$ cat src/rtl/fetch_ctrl.sv
// Instruction fetch controller: one outstanding memory read at a time and one
// presented instruction. Redirects while a read is in flight discard its data.
module fetch_ctrl #(
    parameter int unsigned       ADDR_W   = 32,
    parameter logic [ADDR_W-1:0] RESET_PC = 32'h0000_0000
) (
    input  logic              clk,
    input  logic              rst,
    input  logic              stall_i,
    input  logic              branch_valid_i,
    input  logic [ADDR_W-1:0] branch_target_i,
    output logic              imem_req_o,
    output logic [ADDR_W-1:0] imem_addr_o,
    input  logic              imem_ack_i,
    input  logic [31:0]       imem_rdata_i,
    output logic              inst_valid_o,
    output logic [31:0]       inst_o,
    output logic [ADDR_W-1:0] inst_pc_o,
    output logic              chip_enable_o,
    output logic [ADDR_W-1:0] pc_o
);

    typedef enum logic [1:0] {IDLE, BUSY, VALID} state_t;

    state_t            state_q, state_d;
    logic [ADDR_W-1:0] pc_q, pc_d;
    logic [ADDR_W-1:0] hold_q, hold_d;
    logic [ADDR_W-1:0] inst_pc_q, inst_pc_d;
    logic [31:0]       inst_q, inst_d;
    logic              kill_q, kill_d;
    logic              valid_q, valid_d;
    logic              req;
    logic [ADDR_W-1:0] target;

    assign target = {branch_target_i[ADDR_W-1:2], 2'b00};

    always_ff @(posedge clk or negedge rst) begin
        if (!rst) begin
            state_q   <= IDLE;
            pc_q      <= RESET_PC;
            kill_q    <= 1'b0;
            valid_q   <= 1'b0;
            inst_q    <= '0;
            inst_pc_q <= '0;
        end else begin
            state_q   <= state_d;
            pc_q      <= pc_d;
            kill_q    <= kill_d;
            valid_q   <= valid_d;
            inst_q    <= inst_d;
            inst_pc_q <= inst_pc_d;
        end
    end

    // Address of the read still in flight; only meaningful while kill_q is set.
    always_ff @(posedge clk) begin
        hold_q <= hold_d;
    end

    always_comb begin
        state_d   = state_q;
        pc_d      = pc_q;
        kill_d    = kill_q;
        hold_d    = hold_q;
        valid_d   = valid_q;
        inst_d    = inst_q;
        inst_pc_d = inst_pc_q;
        req       = 1'b0;
        unique case (state_q)
            IDLE: begin
                state_d = BUSY;
            end
            BUSY: begin
                req = 1'b1;
                if (imem_ack_i) begin
                    if (kill_q || branch_valid_i) begin
                        kill_d = 1'b0;
                        if (branch_valid_i) begin
                            pc_d = target;
                        end
                    end else begin
                        inst_d    = imem_rdata_i;
                        inst_pc_d = pc_q;
                        valid_d   = 1'b1;
                        pc_d      = pc_q + ADDR_W'(4);
                        state_d   = VALID;
                    end
                end else if (branch_valid_i) begin
                    // The first redirect latches the in-flight address; later ones only retarget.
                    if (!kill_q) begin
                        hold_d = pc_q;
                    end
                    kill_d = 1'b1;
                    pc_d   = target;
                end
            end
            VALID: begin
                if (branch_valid_i) begin
                    valid_d = 1'b0;
                    pc_d    = target;
                    state_d = BUSY;
                end else if (!stall_i) begin
                    valid_d = 1'b0;
                    state_d = BUSY;
                end
            end
            default: begin
                state_d = IDLE;
            end
        endcase
    end

    assign imem_req_o    = req;
    assign imem_addr_o   = kill_q ? hold_q : pc_q;
    assign chip_enable_o = (state_q != IDLE);
    assign pc_o          = pc_q;
    assign inst_valid_o  = valid_q;
    assign inst_o        = inst_q;
    assign inst_pc_o     = inst_pc_q;

endmodule

$ cat config.mk
export PLATFORM = sky130hd
export DESIGN_NAME = fetch_ctrl
export DESIGN_NICKNAME = d
export VERILOG_FILES = /design/src/rtl/fetch_ctrl.sv
export SDC_FILE = /design/constraint.sdc
export NUM_CORES = 1
export LEC_CHECK = 0
export ABC_CLOCK_PERIOD_IN_PS = 2550
export CAP_MARGIN = 20
export CORE_MARGIN = 2
export CORE_UTILIZATION = 42
export DETAILED_ROUTE_END_ITERATION = 10
export PLACE_DENSITY_LB_ADDON = 0.25
export SYNTH_ARGS = -nofsm -noshare
export SYNTH_HDL_FRONTEND = slang
export SYNTH_SLANG_ARGS = --single-unit
$ cat constraint.sdc
create_clock -name clk -period 2.55 [get_ports clk]
set_input_delay 0.51 -clock clk [delete_from_list [all_inputs] [get_ports clk]]
set_output_delay 0.51 -clock clk [all_outputs]
set_load 0.01 [all_outputs]
==> impl_metrics.env, run 1 <==
export IMPL_cts_path_max_buffers=2
export IMPL_setup_ws_ns=0.105
export IMPL_routed_via_count=4903
export IMPL_synth_cells=495
export IMPL_hpwl_um=11900
export IMPL_internal_power_mw=7.65
export IMPL_io_pin_count=200
export IMPL_path_class="reg -> out"
export IMPL_clk_latency_ns=0.42
export IMPL_start_kind="flop"
export IMPL_finalMaxSlewViolations=0
export IMPL_final_util=0.622
export IMPL_finalClockSkew_ns=0.00886
export IMPL_fmax_mhz=409
export IMPL_synth_nets=568
export IMPL_grt_pass1_vias=5015
export IMPL_place_gp_congestion=0.848
export IMPL_critPathRequiredTime_ns=2.04
export IMPL_reg2reg_from="state_q[0]$_DFFE_PN0P_"
export IMPL_hp_class="in -> async"
export IMPL_row_count=44
export IMPL_setup_viol=0
export IMPL_worstMarginPinSlew_ns=0.534
export IMPL_yosysWarnings=0
export IMPL_globalRouteTotalUtil=0.215
export IMPL_power_density_mw_per_mm2=1300
export IMPL_drive_gt1_frac=0.182
export IMPL_fin_tns_setup_ns=0
export IMPL_drt_wirelength_per_cell_um=18.3
export IMPL_syn_avg_cell_area_um2=12.3
export IMPL_antenna_found_initial=0
export IMPL_arrival_ns=1.94
export IMPL_rsz0062_at_grt="false"
export IMPL_fin_crit_ns=2.45
export IMPL_pwr_share_seq=0.335
export IMPL_synth_main_ff_cell="dfrtp_1"
export IMPL_peakVddDrop_mv=0.615
export IMPL_crit_path_end_kind="output port"
export IMPL_grt_start_max_net_pins=41
export IMPL_area_delta_synth_final_pct=46.5
export IMPL_pwr_share_clk=0.195
export IMPL_clock_tree_root_cell="clkbuf_16"
export IMPL_cts_made_buffers=17
export IMPL_grt_overflow_total=0
export IMPL_rr_endpoint="pc_o[20]$_DFFE_PN0P_"
export IMPL_p_leak_nw=3.58
export IMPL_period_share=0.959
export IMPL_synth_yosys_seq_area_share=0.567
export IMPL_switching_share=0.344
export IMPL_wl_um=16400
export IMPL_switchingPower_mw=4.01
export IMPL_drc=0
export IMPL_clk_pin_slew_ns=0.05
export IMPL_cts_tree="done"
export IMPL_hold_viol_final=0
export IMPL_synth_async_sr_flop_share=0.758
export IMPL_worst_path_max_fanout=28
export IMPL_yosysMostFrequentCell="dfrtp_1"
export IMPL_postRouteAntennaNets=0
export IMPL_ys_types=50
export IMPL_pre_cts_ws_ns=0.188
export IMPL_synth_top_area_cell="dfrtp_1"
export IMPL_clkSinkCount=132
export IMPL_worst_r2r_cell_count=7
export IMPL_drt_iter0_markers=364
export IMPL_first_pass_iters=4
export IMPL_die_h_um=125
export IMPL_grt_pass1_wl_um=26400
export IMPL_relSlewSlack=0.643
export IMPL_initial_core_util=0.425
export IMPL_num_antenna_cells=0
export IMPL_drv_cap=0
export IMPL_ys_seq_elements=132
export IMPL_syn_area_mm2=0.00610
export IMPL_synthTopCellsByCount="dfrtp_1, mux2_2, nand2_1"
export IMPL_htree_num_levels=4
export IMPL_io_buffers=197
export IMPL_fin_nets=776
export IMPL_vias_per_cell=5.45
export IMPL_synth_area_leaders="dfrtp_1, edfxtp_1, mux2_2"
export IMPL_synth_edf_count=32
export IMPL_fp_coreArea_mm2=0.0144
export IMPL_pwr_share_comb=0.471
export IMPL_dieArea_mm2=0.0155
export IMPL_timing_reg2reg_setup_slack_ns=0.52
export IMPL_die_x_um=125
export IMPL_run_status="finished clean"
export IMPL_synth_top_cell_area_share=0.410
==> power by group through the flow <==
stage          clock network, mW  logic (mW)  registers [mW]
6_report                    2.27        5.49            3.90
5_1_grt                     2.41        5.89            4.05
4_1_cts                     2.31        5.54            3.91
3_5_place_dp                   0        5.46            3.96
3_3_place_gp                   0        5.35            3.89
2_1_floorplan                  0        2.34            4.06
==> final cells by class <==
class | instances | area, um2
repair buffers | 218 | 2180
flip-flops and latches | 132 | 3460
fillers | 1170 | 5430
multi-input cells | 328 | 2490
clock inverters | 3 | 17.5
inverters | 6 | 22.5
clock buffers | 29 | 541
well taps | 184 | 230
==> cell families after synthesis <==
group           synth area share
mux                        0.185
simple gates               0.119
compound gates            0.0935
flops                      0.567
fa+ha+maj                0.00820
buf+inv                   0.0271
==> metal layers <==
metal / track usage / vias to the layer above / routed length, um
li1: - / 2257 / -
met2: 0.357 / 168 / 8230
met1: 0.267 / 2450 / 6980
met5: 0 / - / 0
met4: 0.0886 / 0 / 358
met3: 0.0541 / 28 / 870
==> metrics by stage <==
step                area, um2  instances  hold slack, ns  power [mW]
floorplan                6110        495           0.214        6.40
global placement         8370        867           0.468        9.25
detailed placement       8370        867           0.479        9.42
CTS                      8940        900          0.0771        11.8
global route             8940        900          0.0925        12.3
finish                   8940        900          0.0703        11.7
==> worst max-delay path, stage by stage, from the launching register on <==
cell,delay (ns)
dfrtp_2,0.40
buf_12,0.20
mux2_2,0.37
clkdlybuf4s50_1,0.51
==> how the worst max path moves through the flow <==
stage | start | to | slack [ns]
5_1_grt | kill_q$_DFFE_PN0P_ | imem_addr_o[27] | 0.07
4_1_cts | kill_q$_DFFE_PN0P_ | imem_addr_o[29] | 0.11
6_report | kill_q$_DFFE_PN0P_ | imem_addr_o[30] | 0.10
3_5_place_dp | imem_ack_i | pc_o[20]$_DFFE_PN0P_ | 0.19
3_3_place_gp | imem_ack_i | pc_o[25]$_DFFE_PN0P_ | 0.26
2_1_floorplan | branch_valid_i | hold_q[0]$_DFFE_PP_ | 0.17
==> state kept, by name (all words and copies together) (netlist names) <==
| signal | flops |
|---|---|
| inst_pc_o | 32 |
| kill_q | 1 |
| hold_q | 32 |
| inst_valid_o | 1 |
| state_q | 2 |
| inst_o | 32 |
| pc_o | 32 |
==> timing repair <==
item | in CTS | in global routing
resized for setup | 1 | 0
setup endpoints to repair | 11 | 0
hold buffers | 0 | 0
buffers inserted | 1 | 0
endpoints found under the hold margin | 0 | 0
==> cell usage in the layout, fill, tap and decap left out, types with 2 or more instances in the layout <==
| master | n |
|---|---|
| clkdlybuf4s50_1 | 196 |
| dfrtp_1 | 99 |
| mux2_2 | 66 |
| nand2_1 | 35 |
| a21oi_1 | 33 |
| edfxtp_1 | 32 |
| mux2_1 | 29 |
| nor2_1 | 20 |
| buf_4 | 18 |
| clkbuf_16 | 17 |
| nand3_1 | 15 |
| nor2b_1 | 14 |
| o21ai_0 | 11 |
| nand4_1 | 10 |
| and3_1 | 9 |
| o22ai_1 | 9 |
| and2_1 | 8 |
| clkbuf_8 | 7 |
| inv_1 | 6 |
| o21ai_1 | 6 |
| mux2i_1 | 6 |
| nor3_1 | 5 |
| a31o_2 | 5 |
| a22o_1 | 5 |
| clkbuf_1 | 5 |
| and4_1 | 4 |
| a22oi_1 | 4 |
| ha_1 | 4 |
| buf_12 | 4 |
| nor3b_2 | 2 |
| nor4_1 | 2 |
| o311ai_1 | 2 |
| o32ai_1 | 2 |
| a41o_1 | 2 |
| clkinv_2 | 2 |
Note: power is estimated with default switching activity, not from simulation.
==> run 2, diff against run 1 <==
Settings changed: ABC_CLOCK_PERIOD_IN_PS 2550 to 2120.
Clock period 2.55 ns to 2.12 ns, I/O delays scaled along.
==> run 2 against run 1 <==
Against the previous run:
- register-to-register slack got worse by 0.39 ns
- wire length rose by 3.9%
- die area is the same
- design area up 1.7%
- clock skew shrank 0.0019 ns
- worst setup slack worse by 0.087 ns
==> impl_metrics.env, run 2 (same netlist as run 1, synthesis figures left out) <==
export IMPL_internal_power_mw=9.19
export IMPL_first_pass_iters=4
export IMPL_routed_via_count=5011
export IMPL_final_common_cell="clkdlybuf4s50_1"
export IMPL_period_share=0.992
export IMPL_hp_class="reg -> reg"
export IMPL_start_kind="flop"
export IMPL_dieArea_mm2=0.0155
export IMPL_htree_num_levels=4
export IMPL_drv_cap=0
export IMPL_io_buffers=197
export IMPL_path_class="reg -> out"
export IMPL_clk_pin_slew_ns=0.06
export IMPL_die_x_um=125
export IMPL_grt_use_met3=0.0576
export IMPL_grt_start_max_net_pins=48
export IMPL_drive_gt1_frac=0.241
export IMPL_grtUsageMet2=0.384
export IMPL_pwr_share_seq=0.325
export IMPL_cts_tree="done"
export IMPL_fin_nets=799
export IMPL_worst_r2r_cell_count=8
export IMPL_hpwl_um=12300
export IMPL_grt_pass1_vias=5247
export IMPL_wl_um=17100
export IMPL_finalMaxSlewViolations=0
export IMPL_crit_slowest_cell="dfrtp_2"
export IMPL_reg2reg_from="state_q[0]$_DFFE_PN0P_"
export IMPL_switchingPower_mw=4.95
export IMPL_critPathRequiredTime_ns=1.70
export IMPL_rsz0062_at_grt="true"
export IMPL_fin_crit_ns=2.10
export IMPL_crit_chain="buf_4 > buf_12 > mux2_2 > clkdlybuf4s15_2"
export IMPL_cp_startpoint="kill_q$_DFFE_PN0P_"
export IMPL_vias_per_cell=5.43
export IMPL_io_pin_count=200
export IMPL_power_density_mw_per_mm2=1560
export IMPL_row_count=44
export IMPL_initial_core_util=0.425
export IMPL_worstHoldStart="inst_o[10]$_DFFE_PN0P_"
export IMPL_fp_coreArea_mm2=0.0144
export IMPL_area_delta_synth_final_pct=48.9
export IMPL_clkSinkCount=132
export IMPL_clock_tree_root_cell="clkbuf_16"
export IMPL_setup_viol=0
export IMPL_cts_path_max_buffers=2
export IMPL_grt_pass1_wl_um=27800
export IMPL_pwr_share_comb=0.481
export IMPL_die_h_um=125
export IMPL_crit_path_end_kind="output port"
export IMPL_postRouteAntennaNets=0
export IMPL_fmax_mhz=476
export IMPL_p_leak_nw=3.74
export IMPL_place_gp_congestion=0.859
export IMPL_worstMarginPinSlew_ns=0.649
export IMPL_relSlewSlack=0.564
export IMPL_switching_share=0.350
export IMPL_drt_iter0_markers=277
export IMPL_worst_path_max_fanout=11
export IMPL_clk_latency_ns=0.41
export IMPL_num_antenna_cells=0
export IMPL_peakVddDrop_mv=0.669
export IMPL_arrival_ns=1.68
export IMPL_hold_viol_final=0
export IMPL_grt_overflow_total=0
export IMPL_worstHoldPathCells=1
export IMPL_crit_path_max_incr_delay_ns=0.40
export IMPL_final_cell_mix="clkdlybuf4s50_1, dfrtp_1, mux2_2, nand2_1, a21oi_1"
export IMPL_dpl_instance_area_mm2=0.00856
export IMPL_antenna_found_initial=1
export IMPL_cts_made_buffers=17
export IMPL_drc=0
export IMPL_fin_total_pwr_mw=14.1
export IMPL_top_usage_layer="met2"
export IMPL_use_met1=0.272
export IMPL_postLayoutCellArea_mm2=0.00909
export IMPL_globalRouteTotalUtil=0.227
export IMPL_finalClockSkew_ns=0.00693
export IMPL_pwr_share_clk=0.193
export IMPL_run_status="finished clean"
export IMPL_drt_wirelength_per_cell_um=18.5
## run 2: cell count changes in the layout (fill, tap and decap cells not counted), sizes merged, moves of 2 or more
cell / delta
buf: +36
clkinv: +7
clkbuf: -3
clkdlybuf4s50: -34
dlygate4sd2: +10
clkdlybuf4s15: +3
bufinv: +2
## run 2: cell type report
type,instances,area (um2)
Timing Repair Buffer,241,2330
Inverter,6,22.5
Sequential cell,132,3460
Multi-Input combinational cell,328,2490
Clock buffer,19,433
Tap cell,184,230
Fill cell,1102,5280
Clock inverter,13,116
## run 2: metrics by stage
step	worst slack (ns)	cells	TNS (ns)	util	hold WS [ns]
2_1_floorplan	0.144	495	0	-	0.128
3_3_place_gp	0.0202	885	0	0.595	0.405
3_5_place_dp	-0.00851	885	-0.0170	0.595	0.412
4_1_cts	-0.0216	922	-0.0370	0.638	0.486
5_1_grt	-0.0373	923	-0.0738	0.633	0.500
6_report	0.0176	923	0	0.633	0.484
## run 2: repair_timing
item                                    CTS  global route
setup buffers                             3             1
hold buffers                              1             0
gates cloned                              1             0
gates resized for setup                  85            21
endpoints found under the setup margin   34            24
hold endpoints to repair                 31             0
## run 2: metal layers
layer / wire (um) / vias up
li1: - / 2300
met2: 8750 / 168
met3: 1010 / 25
met1: 6970 / 2518
met5: 0 / -
met4: 357 / 0
## run 2: worst paths after layout
check	endpoint	slack, ns
worst min register to register	inst_o[10]$_DFFE_PN0P_	0.48
worst min-delay path	inst_o[10]$_DFFE_PN0P_	0.48
max in group asynchronous	inst_o[17]$_DFFE_PN0P_	1.00
worst max register to register	pc_o[30]$_DFFE_PN0P_	0.13
worst max-delay path	imem_addr_o[9]	0.02
min in group asynchronous	inst_o[16]$_DFFE_PN0P_	0.51
## run 2: power groups by stage
stage,Clock [mW],Combinational (mW),Sequential [mW]
floorplan,0,2.82,4.89
global placement,0,6.80,4.55
detailed placement,0,6.94,4.64
CTS,2.81,6.94,4.61
global route,2.93,7.29,4.78
finish,2.74,6.81,4.60
## run 2: critical path: cells and delay by family, from the launching register on
| family | cells | cell delay [ns] |
|---|---|---|
| mux | 1 | 0.36 |
| flops | 1 | 0.40 |
| buf+inv | 3 | 0.50 |
==> run 3, diff against run 2 <==
Settings changed: CORE_UTILIZATION 42 to 50, CTS_CLUSTER_SIZE set to 30, DONT_BUFFER_PORTS set to 1.
==> run 3 against run 2 <==
Against the previous run:
- sequential share of layout area rose by 10 points
- the run now ends with negative hold slack left
- via count fell by 14%
- fmax rose by 2.7%
- worst setup slack improved by 0.054 ns
==> impl_metrics.env, run 3 (same netlist as run 1, synthesis figures left out) <==
export IMPL_run_status="finished, violations left"
export IMPL_violations="negative hold slack"
export IMPL_fin_nets=600
export IMPL_internal_power_mw=7.62
export IMPL_grt_start_max_net_pins=101
export IMPL_path_class="reg -> out"
export IMPL_finalMaxSlewViolations=0
export IMPL_start_kind="flop"
export IMPL_switching_share=0.380
export IMPL_drv_cap=0
export IMPL_grt_overflow_total=0
export IMPL_clk_latency_ns=0.42
export IMPL_fp_coreArea_mm2=0.0120
export IMPL_pwr_share_comb=0.345
export IMPL_cts_made_buffers=17
export IMPL_period_share=0.966
export IMPL_clk_pin_slew_ns=0.06
export IMPL_io_buffers=0
export IMPL_clkSinkCount=132
export IMPL_fin_crit_ns=2.05
export IMPL_initial_core_util=0.510
export IMPL_crit_cells=2
export IMPL_final_cell_mix="dfrtp_1, mux2_2, buf_4, nand2_1, a21oi_1"
export IMPL_postRouteAntennaNets=0
export IMPL_drc=0
export IMPL_hp_class="in -> async"
export IMPL_finalClockSkew_ns=0.00703
export IMPL_hold_slack_ns=-0.300
export IMPL_worstMarginPinSlew_ns=0.761
export IMPL_fmax_mhz=488
export IMPL_area_delta_synth_final_pct=17.0
export IMPL_cts_tree="done"
export IMPL_pwr_share_seq=0.402
export IMPL_hold_viol_final=100
export IMPL_setup_viol=0
export IMPL_dieArea_mm2=0.0131
export IMPL_post_cts_setup_buffers=0
export IMPL_drt_iter0_markers=349
export IMPL_clock_tree_root_cell="clkbuf_16"
export IMPL_setup_ws_ns=0.0720
export IMPL_grt_pass1_wl_um=23900
export IMPL_routed_via_count=4302
export IMPL_pre_cts_ws_ns=0.155
export IMPL_grt_pass1_vias=4425
export IMPL_htree_num_levels=4
export IMPL_place_gp_congestion=0.890
export IMPL_critPathRequiredTime_ns=1.70
export IMPL_wl_um=15600
export IMPL_peakVddDrop_mv=0.804
export IMPL_rsz0062_at_grt="false"
export IMPL_pwr_share_clk=0.252
export IMPL_fin_tns_setup_ns=0
export IMPL_worst_r2r_cell_count=7
export IMPL_power_density_mw_per_mm2=1720
export IMPL_row_count=40
export IMPL_globalRouteTotalUtil=0.244
export IMPL_io_pin_count=200
export IMPL_fin_cells=687
export IMPL_fillCellCount=1007
export IMPL_final_common_cell="dfrtp_1"
export IMPL_crit_path_end_kind="output port"
export IMPL_die_h_um=114
export IMPL_switchingPower_mw=4.68
export IMPL_relSlewSlack=0.489
export IMPL_arrival_ns=1.62
export IMPL_dpl_cell_count=655
export IMPL_fin_total_pwr_mw=12.3
export IMPL_die_x_um=114
export IMPL_drive_gt1_frac=0.289
export IMPL_crit_buf_inv=1
export IMPL_crit_chain="buf_6 > mux2_2"
export IMPL_crit_path_max_incr_delay_ns=0.54
export IMPL_timing_reg2reg_setup_slack_ns=0.15
export IMPL_worst_path_max_fanout=18
export IMPL_multi_input_comb_area_mm2=0.00249
export IMPL_first_pass_iters=5
export IMPL_antenna_found_initial=0
export IMPL_cts_path_max_buffers=2
export IMPL_vias_per_cell=6.26
export IMPL_critPathTopFamily="flip-flops"
export IMPL_seqCellArea_mm2=0.00347
export IMPL_p_leak_nw=2.97
export IMPL_hpwl_um=11100
export IMPL_drt_wirelength_per_cell_um=22.7
export IMPL_crit_slowest_cell="dfrtp_4"
export IMPL_num_antenna_cells=0
run 3: worst paths after layout:
kind                                         from                       end
setup / recovery               kill_q$_DFFE_PN0P_            imem_addr_o[6]
hold / removal                                rst      pc_o[19]$_DFFE_PN0P_
setup reg to reg           state_q[0]$_DFFE_PN0P_      pc_o[20]$_DFFE_PN0P_
hold reg to reg            state_q[1]$_DFFE_PN0P_    state_q[1]$_DFFE_PN0P_
max in group asynchronous                     rst  inst_pc_o[6]$_DFFE_PN0P_
min in group clk                       imem_ack_i        kill_q$_DFFE_PN0P_
run 3: layout make-up:
| cell class | instances | share of cell area |
|---|---|---|
| sequential | 132 | 0.486 |
| multi-input combinational | 328 | 0.349 |
| clock buffer | 23 | 0.0743 |
| timing repair buffer | 42 | 0.0464 |
| tap | 147 | 0.0258 |
| clock inverter | 9 | 0.0156 |
| inverter | 6 | 0.00315 |
run 3: per-stage QoR:
| step | area (um2) | util |
|---|---|---|
| 6_report | 7140 | 0.597 |
| 5_1_grt | 7140 | 0.597 |
| 4_1_cts | 7130 | 0.596 |
| 3_5_place_dp | 6480 | 0.542 |
| 3_3_place_gp | 6480 | 0.542 |
| 2_1_floorplan | 6110 | - |
run 3: power by group through the flow:
stage	Sequential [mW]	Combinational, mW	Clock (mW)
floorplan	4.89	2.82	0
global placement	4.94	4.08	0
detailed placement	4.98	4.23	0
CTS	4.95	4.25	3.16
global route	5.11	4.64	3.27
finish	4.95	4.24	3.10
run 3: metal layers:
metal | vias up | GRT usage | share of wire | wire [um]
met5 | - | 0 | 0 | 0
met4 | 0 | 0.116 | 0.031 | 482
met3 | 37 | 0.105 | 0.12 | 1830
met2 | 243 | 0.372 | 0.46 | 7140
met1 | 2118 | 0.299 | 0.39 | 6140
li1 | 1904 | - | - | -
run 3: timing repair:
item / in CTS / in global routing
gates cloned: 0 / 0
setup endpoints to repair: 18 / 32
hold endpoints to repair: 100 / 100
gates resized for setup: 1 / 3
run 3: worst reg2reg max path: stages (launching register included):
cell and delay, ns:
dfrtp_1 0.35, inv_1 0.08, ha_1 0.26, nor3b_2 0.31
and3_1 0.27, buf_4 0.17, nand4_1 0.16, o311ai_1 0.27
